<file path="config.mk">
export PLATFORM = sky130hd
export DESIGN_NAME = magneton_ctrl_flat
export DESIGN_NICKNAME = d
export VERILOG_FILES = /design/src/rtl/magneton_pkg.sv /design/src/rtl/magneton_if.sv /design/src/rtl/magneton_ctrl_sync_ff.sv /design/src/rtl/magneton_ctrl.sv /design/src/flat_wrapper.sv
export SDC_FILE = /design/constraint.sdc
export NUM_CORES = 1
export LEC_CHECK = 0
export CORE_AREA = 2 2 39 41
export CTS_BUF_LIST = sky130_fd_sc_hd__clkbuf_4
export CTS_CLUSTER_DIAMETER = 80
export CTS_CLUSTER_SIZE = 16
export DETAILED_ROUTE_END_ITERATION = 6
export DIE_AREA = 0 0 41 43
export GPL_TIMING_DRIVEN = 1
export SLEW_MARGIN = 20
export SYNTH_ARGS = -nofsm -noshare
export SYNTH_HDL_FRONTEND = slang
export SYNTH_SLANG_ARGS = --single-unit
</file>
<file path="constraint.sdc">
create_clock -name clk -period 0.8 [get_ports clk]
set_input_delay 0.12 -clock clk [delete_from_list [all_inputs] [get_ports clk]]
set_output_delay 0.12 -clock clk [all_outputs]
set_load 0.1 [all_outputs]
</file>
<file path="src/rtl/magneton_pkg.sv">
// Shared types and constants for the magnetron enable controller.
package magneton_pkg;

   typedef enum logic {
      IDLE = 1'b0,
      COOK = 1'b1
   } mag_state_t;

   localparam int MAG_SYNC_STAGES_DEFAULT = 2;

   // Any one of these conditions forces the magnetron off.
   function automatic logic mag_off(input logic doorClosed,
                                    input logic timerDone,
                                    input logic stopReq,
                                    input logic clearReq);
      return !doorClosed | timerDone | stopReq | clearReq;
   endfunction

endpackage

</file>
<file path="src/rtl/magneton_if.sv">
// Panel/sensor inputs and magnetron outputs of the controller, as seen from the controller.
interface magneton_if;

   logic i_timer_done;
   logic i_door_closed;
   logic i_clearn;
   logic i_startn;
   logic i_stopn;
   logic o_mag_on;
   logic o_state;

   modport slave (
      input  i_timer_done, i_door_closed, i_clearn, i_startn, i_stopn,
      output o_mag_on, o_state
   );

   modport master (
      output i_timer_done, i_door_closed, i_clearn, i_startn, i_stopn,
      input  o_mag_on, o_state
   );

endinterface

</file>
<file path="src/rtl/magneton_ctrl_sync_ff.sv">
// N-stage single-bit synchroniser; reset loads every stage with RESET_VAL.
module sync_ff #(
   parameter int   STAGES    = 2,
   parameter logic RESET_VAL = 1'b0
) (
   input  logic clk,
   input  logic rst,
   input  logic i_d,
   output logic o_q
);

   logic [STAGES-1:0] r_stages;

   always_ff @(posedge clk) begin
      if (rst) begin
         r_stages <= {STAGES{RESET_VAL}};
      end else begin
         r_stages <= {r_stages[STAGES-2:0], i_d};
      end
   end

   assign o_q = r_stages[STAGES-1];

endmodule

</file>
<file path="src/rtl/magneton_ctrl.sv">
// Magnetron enable controller: input synchronisers, start-edge detector and IDLE/COOK FSM.
module magneton_ctrl
   import magneton_pkg::*;
#(
   parameter int SYNC_STAGES = MAG_SYNC_STAGES_DEFAULT
) (
   input logic        clk,
   input logic        rst,
   magneton_if.slave  bus
);

   logic w_timer_done_s;
   logic w_door_closed_s;
   logic w_clearn_s;
   logic w_startn_s;
   logic w_stopn_s;
   logic w_flushed;
   logic w_start_ev;
   logic w_off;

   logic [SYNC_STAGES-1:0] r_flush;
   logic                   r_startn_hist;
   logic                   r_armed;
   logic                   r_mag_on;
   mag_state_t             r_state;
   mag_state_t             w_next;

   sync_ff #(.STAGES(SYNC_STAGES), .RESET_VAL(1'b0)) u_sync_timer (
      .clk(clk), .rst(rst), .i_d(bus.i_timer_done), .o_q(w_timer_done_s));
   sync_ff #(.STAGES(SYNC_STAGES), .RESET_VAL(1'b0)) u_sync_door (
      .clk(clk), .rst(rst), .i_d(bus.i_door_closed), .o_q(w_door_closed_s));
   sync_ff #(.STAGES(SYNC_STAGES), .RESET_VAL(1'b0)) u_sync_clear (
      .clk(clk), .rst(rst), .i_d(bus.i_clearn), .o_q(w_clearn_s));
   sync_ff #(.STAGES(SYNC_STAGES), .RESET_VAL(1'b1)) u_sync_start (
      .clk(clk), .rst(rst), .i_d(bus.i_startn), .o_q(w_startn_s));
   sync_ff #(.STAGES(SYNC_STAGES), .RESET_VAL(1'b0)) u_sync_stop (
      .clk(clk), .rst(rst), .i_d(bus.i_stopn), .o_q(w_stopn_s));

   // Start edges only count once startn_s has shown a real released level after reset,
   // so a button still held across reset release cannot fake a falling edge.
   always_ff @(posedge clk) begin
      if (rst) begin
         r_flush       <= '0;
         r_startn_hist <= 1'b1;
         r_armed       <= 1'b0;
      end else begin
         r_flush       <= {r_flush[SYNC_STAGES-2:0], 1'b1};
         r_startn_hist <= w_startn_s;
         r_armed       <= r_armed | (w_flushed & w_startn_s);
      end
   end

   assign w_flushed  = &r_flush;
   assign w_start_ev = r_armed & r_startn_hist & ~w_startn_s;
   assign w_off      = mag_off(w_door_closed_s, w_timer_done_s, w_stopn_s, w_clearn_s);

   always_comb begin
      w_next = r_state;
      case (r_state)
         IDLE:    if (w_start_ev && !w_off) w_next = COOK;
         COOK:    if (w_off) w_next = IDLE;
         default: w_next = IDLE;
      endcase
   end

   // mag_on is loaded from the same next-state value so it always tracks the state register.
   always_ff @(posedge clk) begin
      if (rst) begin
         r_state  <= IDLE;
         r_mag_on <= 1'b0;
      end else begin
         r_state  <= w_next;
         r_mag_on <= (w_next == COOK);
      end
   end

   assign bus.o_mag_on = r_mag_on;
   assign bus.o_state  = logic'(r_state);

endmodule

</file>
<file path="src/flat_wrapper.sv">
// flat-port wrapper written by rule: the top's interface ports become plain ports
module magneton_ctrl_flat import magneton_pkg::*;
#(
   parameter int SYNC_STAGES = MAG_SYNC_STAGES_DEFAULT
)
  (clk, rst, bus_i_timer_done, bus_i_door_closed, bus_i_clearn, bus_i_startn, bus_i_stopn, bus_o_mag_on, bus_o_state);
  magneton_if bus_i ();
  input logic clk;
  input logic rst;
  input wire logic [$bits(bus_i.i_timer_done)-1:0] bus_i_timer_done;
  input wire logic [$bits(bus_i.i_door_closed)-1:0] bus_i_door_closed;
  input wire logic [$bits(bus_i.i_clearn)-1:0] bus_i_clearn;
  input wire logic [$bits(bus_i.i_startn)-1:0] bus_i_startn;
  input wire logic [$bits(bus_i.i_stopn)-1:0] bus_i_stopn;
  output wire logic [$bits(bus_i.o_mag_on)-1:0] bus_o_mag_on;
  output wire logic [$bits(bus_i.o_state)-1:0] bus_o_state;
  assign bus_i.i_timer_done = bus_i_timer_done;
  assign bus_i.i_door_closed = bus_i_door_closed;
  assign bus_i.i_clearn = bus_i_clearn;
  assign bus_i.i_startn = bus_i_startn;
  assign bus_i.i_stopn = bus_i_stopn;
  assign bus_o_mag_on = bus_i.o_mag_on;
  assign bus_o_state = bus_i.o_state;
  magneton_ctrl #(.SYNC_STAGES(SYNC_STAGES)) u_core (.clk(clk), .rst(rst), .bus(bus_i));
endmodule
</file>
After elaboration in Yosys (flattened, before gate mapping)
Cells that the tools add are included.
{"block": "totals", "word_cells": 27, "register_bits": 15, "input_bits": 7}
{"block": "op_classes", "muxes": 4, "bitwise": 9, "n_reduce_logical": 4}
{"cell": "OR 1 bit", "n": 4}
{"cell": "AND 1 bit", "n": 3}
{"cell": "2-to-1 mux 1 bit", "n": 3}
{"cell": "logical NOT 1 bit", "n": 2}
{"cell": "inverter 1 bit", "n": 2}
{"cell": "case mux 1 bit (2 select lines)", "n": 1}
{"cell": "AND reduction 2 bit", "n": 1}
{"cell": "logical AND 1 bit", "n": 1}

Logic depth before layout (Yosys ltp)
{"block": "depth", "word_depth": 8, "mapped_depth": 2, "depth_no_buf": 2}

Cells and area by module
From an unflattened synthesis, not the netlist that was laid out.
{"block": "unflattened", "hier_cells": 35, "hier_area_um2": 424.2}
{"mod": "sync_ff", "n_inst": 5, "area_per_inst_um2": 52.6, "cells_each": 4}
{"mod": "magneton_ctrl", "n_inst": 1, "area_per_inst_um2": 161.4, "cells_each": 15}

Worst setup path before layout
OpenSTA, ideal clock, no wires.
{"block": "synth_path", "path_type": "flip-flop to output port", "start": "register, netlist name u_core.bus.o_mag_on", "end": "output port bus_o_state", "stages_incl_launch_ff": 2, "setup_slack_ns": -0.694, "arrival_time_ns": 1.374, "path_cell_list": "dfxtp_1 buf_4"}
{"element": "end, declared", "line_no": "flat_wrapper.sv:16", "source": "output wire logic [$bits(bus_i.o_state)-1:0] bus_o_state;"}

==> impl_metrics.tcl <==
set metrics [dict create \
    critPathBufInv 1 \
    vias_per_cell 3.91 \
    cp.required_ns 0.68 \
    maxSlewHeadroom_pct 81.3 \
    nets 58 \
    cts.sinks 15 \
    num_antenna_cells 0 \
    grt_max_degree 10 \
    route.detailed.drc 0 \
    crit_path_max_fanout 3 \
    critPathKind "reg -> out" \
    cpMaxStageDelayCell "dfxtp_4" \
    root_buffer "clkbuf_4" \
    first_iter_violations 1 \
    die_x_um 41 \
    yosys_warnings 0 \
    grt_pass1_wl_um 910 \
    cpPeakStageDelay_ns 0.38 \
    rsz0062_at_grt "yes" \
    clkTransAtPathRegs_ns 0.08 \
    grt_pass1_vias 254 \
    grt_use_total_pct 7.83 \
    synth.distinct_cells 11 \
    cap_violations 0 \
    synth_seq_cells 15 \
    drive_gt1_share_pct 26.0 \
    postRouteAntennaNets 0 \
    p_leak_nw 0.266 \
    yosys-top-cells-area "dfxtp_1 69%, nor2b_1 13%, or2_1 4.3%" \
    htree_num_levels 1 \
    min_period_over_period_pct 118 \
    portBuffers 8 \
    design.die.area_um2 1760 \
    post-place-ws_ns -0.289 \
    grt_overflow 0 \
    place_congestion 0.653 \
    fillers 130 \
    status "finished, violations left" \
    cts_hold_buf 0 \
    start_util_pct 31.3 \
    power.total_mw 1.29 \
    yosysSeqAreaShare_pct 69.4 \
    tritoncts "done" \
    cp-end-kind "output pin" \
    vias 258 \
    synth_nets 42 \
    clockBufferDepth 2 \
    final_cells 66 \
    clk_latency_ns 0.27 \
    synth_top_cell_area_share_pct 69.4 \
    yosys.area.top_type "dfxtp_1" \
    critPathTopFamily "flip-flops" \
    post-cts-setup-buffer-count 0 \
    finClkSkew_ns 0.000781 \
    layout_min_cycle_time_ns 0.941 \
    grt_antenna_before_repair 0 \
    fin_ws_ns -0.141 \
    place_inst 62 \
    syn2layout_area_growth_pct 40.8 \
    setup-violations-final 3 \
    die_h_um 43 \
    cp.arrival_ns 0.82 \
    synthesis.area_um2 433 \
    worstMarginPinSlew_ns 0.280 \
    cellPowerDensity_nw_per_um2 2120 \
    timing.fmax_ghz 1.06 \
    worstHoldPathType "in -> reg" \
    drv_slew 0 \
    ir_drop_mv 0.724 \
    numCtsBuffers 3 \
    core_area_um2 1380 \
    dp_hpwl_um 389 \
    violations "setup timing" \
    crit_path_start_kind "register" \
    worstPathCellList "buf_12" \
    hold_violations 0 \
    post_drt_wl_per_cell_um 7.08 \
    ios 9 \
    drt-total-wl_um 467 \
    synthCells 35 \
    drt-pass1-iter-count 4 \
    core.rowCount 14 \
    syn_avg_cell_area_um2 12.4 \
]
## synth_stat cells
cell	number
a31oi_1	1
and3b_1	1
buf_4	1
buf_6	1
dfxtp_1	15
inv_1	1
nor2_1	1
nor2b_1	9
nor3_1	1
o2111a_1	1
or2_1	3
## cell usage in the layout (no fill, tap or decap), drive strengths merged
cell type	count
a31oi	1
and3b	1
buf	7
clkbuf	4
clkdlybuf4s50	5
dfxtp	15
dlymetal6s2s	1
inv	1
nor2	1
nor2b	9
nor3	1
o2111a	1
or2	3
## through the flow
stage	hold WS, ns	TNS, ns	instance area [um^2]	utilization, %
after floorplan	0.192	-0.0892	449	-
after global routing	0.211	-0.378	609	44.0
final	0.192	-0.289	609	44.0
after detailed placement	0.393	-3.81	576	41.6
after global placement	0.387	-3.49	576	41.6
after CTS	0.388	-0.314	607	43.9
## area by class of cell
cell class	count	area (um^2)	area share, %
Multi-Input combinational cell	17	110	18.1
Sequential cell	15	305	50.1
Inverter	1	3.75	0.616
Tap cell	16	20.0	3.29
Timing Repair Buffer	13	140	23.0
Clock buffer	4	30.0	4.93
## routing by layer
layer | vias up | global-route usage (%) | wire length [um]
met2 | 7 | 11.9 | 234
met4 | 0 | 6.00 | 0
li1 | 139 | - | -
met1 | 112 | 8.03 | 203
met3 | 0 | 3.14 | 30
met5 | - | 0 | 0
## registers in the layout (all words and copies together), names as in the netlist, 2 cells and up
signal,flops
u_core.u_sync_door.r_stages,2
u_core.u_sync_start.r_stages,2
u_core.u_sync_timer.r_stages,2
u_core.u_sync_clear.r_stages,2
u_core.r_flush,2
u_core.u_sync_stop.r_stages,2
## power by group
group	leakage (nW)	internal, mW	switching, mW
clock network	0.0184	0.227	0.200
registers	0.124	0.776	0.00831
logic	0.123	0.0567	0.0232
total	0.266	1.06	0.231
## repair_timing
action                                 4_1_cts  5_1_grt
resized for setup                            1        1
endpoints found under the hold margin        0        0
pin swaps                                    0        0
setup endpoints to repair                    3       13
## cell families (layout without fill, tap and decap cells)
| kind of cell | count (synthesis) | after routing | synth area share [%] |
|---|---|---|---|
| compound gates | 2 | 2 | 4.05 |
| simple gates | 15 | 15 | 21.4 |
| buf+inv | 3 | 18 | 5.20 |
| flops | 15 | 15 | 69.4 |
## path summary, 6_finish.rpt
path | startpoint | endpoint | slack [ns] | cells after the start
worst max-delay path | u_core.bus.o_mag_on | bus_o_state | -0.14 | 1
worst min-delay path | rst | u_core.r_flush[0] | 0.19 | 2
worst max register to register | u_core.u_sync_start.r_stages[1] | u_core.bus.o_mag_on | -0.01 | 2
worst min register to register | u_core.u_sync_start.r_stages[0] | u_core.u_sync_start.r_stages[1] | 0.42 | 1
(Power assumes the default switching activity.)
